<file path="src/rtl/frost32_mem_arbiter_pkg.sv">
// Shared types and encodings for the Frost32 memory arbiter: FSM states,
// request owners, access type/size encodings and the alignment rule.
package frost32_mem_arbiter_pkg;

    typedef enum logic [1:0] {StIdle, StBusy, StResp} MemArbState;
    typedef enum logic {OwnFetch, OwnData} MemArbOwner;

    localparam logic DiatRead  = 1'b0;
    localparam logic DiatWrite = 1'b1;

    localparam logic [1:0] Dias32 = 2'd0;
    localparam logic [1:0] Dias16 = 2'd1;
    localparam logic [1:0] Dias8  = 2'd2;

    function automatic logic is_misaligned(input logic [1:0] size, input logic [1:0] addr_lo);
        return ((size == Dias32) && (addr_lo != 2'b00)) ||
               ((size == Dias16) && addr_lo[0]);
    endfunction

endpackage

</file>
<file path="src/rtl/frost32_starve_counter.sv">
// Saturating count of consecutive fetch losses; at_limit forces the next
// contested grant to the fetch side.
module frost32_starve_counter #(
    parameter int unsigned LIMIT = 4
) (
    input  logic clk,
    input  logic rst,
    input  logic inc,
    input  logic clr,
    output logic at_limit
);

    localparam int unsigned CNT_W = (LIMIT < 1) ? 1 : $clog2(LIMIT + 1);

    logic [CNT_W-1:0] cnt;

    assign at_limit = (cnt == CNT_W'(LIMIT));

    always_ff @(posedge clk or posedge rst) begin
        if (rst) begin
            cnt <= '0;
        end else if (clr) begin
            cnt <= '0;
        end else if (inc && !at_limit) begin
            cnt <= cnt + 1'b1;
        end
    end

endmodule

</file>
<file path="src/rtl/frost32_mem_arbiter.sv">
// Arbitrates the single Frost32 memory port between instruction fetch and
// load/store, latches the winner onto the bus and returns a one-cycle done.
module frost32_mem_arbiter
    import frost32_mem_arbiter_pkg::*;
#(
    parameter int unsigned ADDR_WIDTH   = 32,
    parameter int unsigned DATA_WIDTH   = 32,
    parameter int unsigned STARVE_LIMIT = 4
) (
    input  logic                  clk,
    input  logic                  rst,
    input  logic                  fetch_req,
    input  logic [ADDR_WIDTH-1:0] fetch_addr,
    output logic                  fetch_done,
    output logic [DATA_WIDTH-1:0] fetch_rdata,
    input  logic                  data_req,
    input  logic [ADDR_WIDTH-1:0] data_addr,
    input  logic                  data_we,
    input  logic [1:0]            data_size,
    input  logic [DATA_WIDTH-1:0] data_wdata,
    output logic                  data_done,
    output logic [DATA_WIDTH-1:0] data_rdata,
    output logic                  data_misaligned,
    output logic                  mem_req,
    output logic [ADDR_WIDTH-1:0] mem_addr,
    output logic                  mem_we,
    output logic [1:0]            mem_size,
    output logic [DATA_WIDTH-1:0] mem_wdata,
    input  logic [DATA_WIDTH-1:0] mem_rdata,
    input  logic                  mem_ack,
    output logic                  busy
);

    MemArbState state, state_next;
    MemArbOwner owner;

    logic at_limit;
    logic fetch_wins;
    logic data_wins;
    logic data_bad;
    logic starve_inc;
    logic starve_clr;

    frost32_starve_counter #(
        .LIMIT(STARVE_LIMIT)
    ) u_starve (
        .clk     (clk),
        .rst     (rst),
        .inc     (starve_inc),
        .clr     (starve_clr),
        .at_limit(at_limit)
    );

    assign busy = (state != StIdle);

    always_comb begin
        fetch_wins = fetch_req && (!data_req || at_limit);
        data_wins  = data_req && !fetch_wins;
        data_bad   = is_misaligned(data_size, data_addr[1:0]);
        starve_inc = (state == StIdle) && fetch_req && data_wins;
        starve_clr = (state == StIdle) && fetch_wins;
        state_next = state;
        unique case (state)
            StIdle: begin
                if (data_wins && data_bad) begin
                    state_next = StResp;
                end else if (fetch_wins || data_wins) begin
                    state_next = StBusy;
                end
            end
            StBusy: begin
                if (mem_ack) begin
                    state_next = StResp;
                end
            end
            StResp:  state_next = StIdle;
            default: state_next = StIdle;
        endcase
    end

    always_ff @(posedge clk or posedge rst) begin
        if (rst) begin
            state <= StIdle;
        end else begin
            state <= state_next;
        end
    end

    always_ff @(posedge clk or posedge rst) begin
        if (rst) begin
            owner           <= OwnFetch;
            mem_req         <= 1'b0;
            mem_addr        <= '0;
            mem_we          <= DiatRead;
            mem_size        <= Dias32;
            mem_wdata       <= '0;
            fetch_done      <= 1'b0;
            fetch_rdata     <= '0;
            data_done       <= 1'b0;
            data_rdata      <= '0;
            data_misaligned <= 1'b0;
        end else begin
            fetch_done      <= 1'b0;
            data_done       <= 1'b0;
            data_misaligned <= 1'b0;
            unique case (state)
                StIdle: begin
                    if (fetch_wins) begin
                        owner     <= OwnFetch;
                        mem_req   <= 1'b1;
                        mem_addr  <= fetch_addr;
                        mem_we    <= DiatRead;
                        mem_size  <= Dias32;
                        mem_wdata <= '0;
                    end else if (data_wins) begin
                        // Misaligned accesses are answered locally and never reach the bus.
                        if (data_bad) begin
                            data_done       <= 1'b1;
                            data_misaligned <= 1'b1;
                            data_rdata      <= '0;
                        end else begin
                            owner     <= OwnData;
                            mem_req   <= 1'b1;
                            mem_addr  <= data_addr;
                            mem_we    <= data_we;
                            mem_size  <= data_size;
                            mem_wdata <= data_we ? data_wdata : '0;
                        end
                    end
                end
                StBusy: begin
                    if (mem_ack) begin
                        mem_req <= 1'b0;
                        if (owner == OwnFetch) begin
                            fetch_done  <= 1'b1;
                            fetch_rdata <= mem_rdata;
                        end else begin
                            data_done  <= 1'b1;
                            data_rdata <= mem_we ? '0 : mem_rdata;
                        end
                    end
                end
                default: ;
            endcase
        end
    end

endmodule
</file>
<file path="config.mk">
export PLATFORM = sky130hd
export DESIGN_NAME = frost32_mem_arbiter
export DESIGN_NICKNAME = d
export VERILOG_FILES = /design/src/rtl/frost32_mem_arbiter_pkg.sv /design/src/rtl/frost32_starve_counter.sv /design/src/rtl/frost32_mem_arbiter.sv
export SDC_FILE = /design/constraint.sdc
export NUM_CORES = 1
export LEC_CHECK = 0
export BUFFER_PORTS_ARGS = -buffer_cell sky130_fd_sc_hd__buf_4
export CORE_MARGIN = 2
export CORE_UTILIZATION = 47
export CTS_CLUSTER_SIZE = 28
export DETAILED_ROUTE_END_ITERATION = 7
export PLACE_DENSITY = 0.81
export SKIP_LAST_GASP = 1
export SYNTH_ARGS = -nofsm -noshare
export SYNTH_HDL_FRONTEND = slang
export SYNTH_HIERARCHICAL = 1
export SYNTH_SLANG_ARGS = --single-unit
export TNS_END_PERCENT = 100
</file>
<file path="constraint.sdc">
create_clock -name clk -period 5.6 [get_ports clk]
set_input_delay 1.12 -clock clk [delete_from_list [all_inputs] [get_ports clk]]
set_output_delay 1.12 -clock clk [all_outputs]
set_load 0.02 [all_outputs]
</file>
**After elaboration in Yosys (flattened, before gate mapping)**

Index checks and enable logic that the tools add are counted.

- Flip-flop bits (word level): 141
- Input bits: 136
- Output and inout bits: 136
- Logic and storage cells: 96

- $add $sub $neg: 1
- Equal/unequal tests: 12
- Multiplexer cells: 42
- Bitwise gates (word level): 1
- Reduce and logical (&&, ||, !) cells: 27

Operators with widths:

| kind | count |
|---|---|
| 32-bit two-way mux | 13 |
| 32-bit case mux with 2 select lines | 1 |
| 1-bit two-way mux | 17 |
| 2-bit two-way mux | 6 |
| 2-bit inequality test (second input constant) | 6 |
| 2-bit nonzero test | 5 |
| 1-bit logical AND | 9 |
| 3-bit two-way mux | 2 |
| 3-bit inequality test (second input constant) | 2 |
| 3-bit AND reduction | 2 |
| 6-bit AND reduction | 1 |
| 2-bit by 1-bit == test with 1-bit output (second input constant) | 2 |
| 2-bit zero test | 2 |
| 1-bit case mux with 2 select lines | 2 |
| 2-bit case mux with 2 select lines | 1 |
| 4-bit AND reduction | 1 |
| 3-bit by 1-bit adder with 3-bit output (second input constant) | 1 |
| 3-bit == test (second input constant) | 1 |
| 1-bit zero test | 3 |
| 1-bit logical OR | 3 |
| 3-bit by 1-bit inequality test with 1-bit output (second input constant) | 1 |
| 2-bit AND reduction | 1 |
| 1-bit NOT | 1 |

**Depth between registers and ports, before layout**

- Depth after elaboration: 9
- Mapped depth: 10
- Mapped depth without buffers: 8

**Cells and area by module**

Netlist, hierarchy kept.

Modules (own cells, without submodules):

| module | instances | cells an instance | area each (um^2) | sequential area each (um^2) |
|---|---|---|---|---|
| frost32_mem_arbiter | 1 | 466 | 5586.6 | 3453.3 |
| frost32_starve_counter | 1 | 19 | 201.4 | 75.1 |

**Worst setup path before layout**

No wires, ideal clock.

- Kind: input-to-reg
- Start: input data_addr[1]
- End: register mem_wdata[10]
- Library setup time: 0.121 ns
- Arrival time: 2.253 ns
- Data required time: 5.479 ns
- Setup slack: 3.226 ns
- Stages: 7
- Path buffers: 2
- Path through: nor2b_1 -> o21bai_2 -> a21boi_2 -> nand2b_4 -> buf_6 -> buf_6 -> a22o_1

- Word-level cells in the longest chain between the ends: 5

Ends and longest elaborated chain:

| item | line | source |
|---|---|---|
| start: declaration | frost32_mem_arbiter.sv:17 | `input logic [ADDR_WIDTH-1:0] data_addr,` |
| 2-bit nonzero test | frost32_mem_arbiter_pkg.sv:16 | `return ((size == Dias32) && (addr_lo != 2'b00)) \|\|` |
| 1-bit logical AND | frost32_mem_arbiter_pkg.sv:16 |  |
| 1-bit logical OR | frost32_mem_arbiter_pkg.sv:16 |  |
| 2-bit inequality test (no line) | -- |  |
| 3-bit AND reduction (no line) | -- |  |
| end signal: assignment | frost32_mem_arbiter.sv:127 | `mem_wdata <= data_we ? data_wdata : '0;` |
| end: declaration | frost32_mem_arbiter.sv:28 | `output logic [DATA_WIDTH-1:0] mem_wdata,` |

No other way between the ends.
A chain may end at the register's enable or synchronous reset.

**Worst setup path after layout**

- Start: register u_starve.cnt[0]
- End: register mem_addr[29]

- Word-level cells in the longest chain between the ends: 7
- Elaborated cells on any way between the ends: 9
- Classes of those cells: eq/ne (2); mux (1); reduce/logical (6)

Ends and longest elaborated chain:

| item | line | source |
|---|---|---|
| start: declaration | frost32_starve_counter.sv:15 | `logic [CNT_W-1:0] cnt;` |
| start signal: assignment | frost32_starve_counter.sv:25 | `cnt <= cnt + 1'b1;` |
| 3-bit == test * | frost32_starve_counter.sv:17 | `assign at_limit = (cnt == CNT_W'(LIMIT));` |
| named net at_limit | frost32_mem_arbiter.sv:37 | `logic at_limit;` |
| 1-bit logical OR * | frost32_mem_arbiter.sv:57 | `fetch_wins = fetch_req && (!data_req \|\| at_limit);` |
| 1-bit logical AND * | frost32_mem_arbiter.sv:57 |  |
| 1-bit zero test | frost32_mem_arbiter.sv:58 | `data_wins = data_req && !fetch_wins;` |
| 1-bit logical AND | frost32_mem_arbiter.sv:58 |  |
| 2-bit nonzero test (no line) | -- |  |
| 3-bit AND reduction (no line) | -- |  |
| end signal: assignment | frost32_mem_arbiter.sv:111 | `mem_addr <= fetch_addr;` |
| end signal: assignment | frost32_mem_arbiter.sv:124 | `mem_addr <= data_addr;` |
| end: declaration | frost32_mem_arbiter.sv:25 | `output logic [ADDR_WIDTH-1:0] mem_addr,` |

Mark *: on every way through the listed nets, which the timed path passes. The rest lies on a longest branch.

==> results.md <==
* Placeable Area at 12010 um2
* Worst r2r src: u_starve/cnt[0]
* Worst relative slew slack at 22.88%
* Design Area, Final at 8489 um2
* Area grow syn2layout at 46.67%
* DR pass1 iterations at 4
* Crit-path max FO at 68
* Reg2Reg Setup Slack at 1670 ps
* Post-DRT Antenna Nets at 0
* First-pass GRT wire length at 24540 um
* Required @ worst endpoint at 5850 ps
* Syn avg cell area at 11.93 um2
* Synthesized Nets at 623
* Residual DRC count at 0
* Setup violators final at 0
* CTS H-tree lvls at 4
* Max IR drop VDD at 0.2653 mV
* Distinct cells, synth at 37
* PostCTS Resize Cnt at 0
* Gr usage total at 23.87%
* Fin. Hold Viols at 0
* IO Count at between 200 and 300
* F_max at ~250 MHz
* Mapped Cells at 485
* Placed insts at 873
* Setup TNS at 0 ps
* CTS Buffer Depth at 2
* Synth Warn # at 6
* RSZ-0062 raised after global routing: false
* Pwr dens at 584.7 nW/um2
* Yosys reg bits at roughly 140
* Hold Path Origin: fetch_rdata[3]
* Status: complete, no violations
* Fin crit period at around 4000 ps
* Final Non-Filler Cells at 904
* Die extent in y at approximately 110 um
* Fin crit share at 70.26%
* Initial antenna violation count at 0
* GP Congestion at between 0.8 and 0.9
* Drt wl/cell at 17.57 um
* Grt total ovfl at 0
* Number of global-route vias before repair at between 4000 and 5000
* Worst-path clk slew at 60 ps
* Final-report max-slew violation count at 0
* Placed Area at 7881 um2
* Vias per cell at 5.300
* CTS tree: done
* Seq/Total Area, Yosys at approximately 61%
* Layout cells sized above 1 at 45.97%
* IO buf count at 271
* Initial Util at 48.19%
* Worst hold path class: reg2reg
* Vias at 4791
* Critical path type: reg2reg
* Hpwl dp at 11330 um
* CTS Buf Count at 17
* # hold bufs at CTS at 0
* Synth Cell Area at 5788 um2
* Postcts setup bufs at 0
* Max cap viols at 0
* Layout Skew at 11.01 ps
* Pleak at 4.315 nW
* Measured slew at the worst slew-check pin at roughly 1200 ps
* Die width at 115.0 um
* Largest net degree at the start of global routing at 93
* Root Buffer: clkbuf_16
* R2R depth at 8
* Antenna diodes at 0
* Layout Nets at 883
* Post-Route WL at 15880 um
* Hold depth at 1
* Clock Latency Late Sink at 410 ps
* CP Data Arrival Time at 4180 ps
* Iter 0 DRT Violations at 309
* Total die area at 13220 um2
* Crit. Startpoint: u_starve/cnt[0]
* Site row count at 40
* Crit start category: register
* Clock Sinks at 141
* CP Capture Type: register
[power by group]
part | leakage, nW | switching [W] | internal (W)
logic | 2.21 | 0.00119 | 0.000911
clock network | 0.297 | 0.000418 | 0.000737
registers | 1.80 | 0.000262 | 0.00145
[per-stage QoR]
step	hold slack (ps)	util (%)	total power, W	setup slack, ps
CTS	509.6	70.68	0.004996	1640
floorplan	535.3	-	0.002863	783.8
global placement	482.4	65.61	0.003760	1505
detailed placement	495.4	65.61	0.003827	1382
global route	514.9	70.68	0.005222	1272
finish	505.0	70.68	0.004964	1665
[layout by cell type, fill, tap and decap left out, types with 3 or more instances in the layout]
cell | synthesis | routed
mux2_2 | 32 | 32
inv_6 | 0 | 3
o21ai_0 | 97 | 97
nand2b_1 | 4 | 4
a22o_1 | 33 | 33
bufinv_16 | 0 | 3
nor2_1 | 8 | 7
nand3_1 | 33 | 33
dfrtp_1 | 141 | 141
clkbuf_16 | 0 | 17
mux2i_1 | 33 | 33
inv_1 | 38 | 37
clkbuf_8 | 0 | 3
a21oi_1 | 3 | 3
nand2_1 | 3 | 3
buf_4 | 1 | 274
[cells in the mapped netlist]
library cell  number  share of area, %
clkbuf_2           2              0.17
buf_6              3              0.58
o22ai_1            1              0.11
dfrtp_1          141                61
and3_1             2              0.22
and2_1             1              0.11
clkinv_1           1             0.065
nand2_2            1              0.11
a22o_1            33               5.0
nor2b_1            2              0.22
nand2_1            3              0.19
a32o_1             1              0.17
o21bai_2           1              0.19
o21ai_0           97               8.4
nand2b_2           1              0.15
nor2_2             2              0.22
mux2i_1           33               5.7
a21o_1             1              0.13
ha_1               2              0.43
o22a_1             2              0.30
nand3_1           33               2.9
mux2_4             1              0.26
nor2_1             8              0.52
o21ai_1            1             0.086
buf_2             17               1.5
a21oi_1            3              0.26
buf_4              1              0.13
nand2b_4           1              0.24
mux2_2            32               6.2
a311oi_1           1              0.15
a21boi_2           2              0.39
or2_1              1              0.11
inv_1             38               2.5
nand2b_1           4              0.43
clkbuf_1          10              0.65
and4b_1            1              0.17
nor3_2             1              0.17
[cells by family after synthesis]
group | share of synthesized area [%]
AOI/OAI and AO/OA | 15.18
DFF | 60.96
buffers and inverters | 5.534
muxes | 12.19
and+or+nand+nor | 5.707
adders and majority gates | 0.4323
[critical path, cell delays in order (launching register included)]
cell and delay (ps):
dfrtp_1 400, inv_1 60, ha_1 230, and2_1 180
nand2b_2 210, nand2_2 710, a21boi_2 1010, nand2b_4 750
o21ai_0 220
[per-layer routing]
| layer | up-vias | track usage, % | routed length [um] |
|---|---|---|---|
| met3 | 20 | 6.589 | 1227 |
| met4 | 0 | 8.273 | 308 |
| met2 | 229 | 39.76 | 7829 |
| met5 | - | 0 | 0 |
| li1 | 2221 | - | - |
| met1 | 2321 | 30.21 | 6517 |
[sequential cells by signal, summed over array words and instances (netlist names), 2 cells and up]
register and count:
data_rdata 32, state 2, fetch_rdata 32, u_starve/cnt 3, mem_wdata 32, mem_size 2, mem_addr 32
[path summary, 6_finish.rpt]
path | endpoint
max | mem_addr[29]
min | fetch_rdata[3]
max reg2reg | mem_addr[29]
min reg2reg | fetch_rdata[3]
max in group asynchronous | mem_wdata[7]
min in group asynchronous | u_starve/cnt[0]
[cell type report]
type | instances | area (um2)
Tap cell | 147 | 183.9
Clock buffer | 22 | 474.2
Inverter | 39 | 151.4
Fill cell | 884 | 3522
Sequential cell | 141 | 3528
Clock inverter | 9 | 133.9
Multi-Input combinational cell | 272 | 1961
Timing Repair Buffer | 274 | 2057
Note: power is estimated with default switching activity, not from simulation.
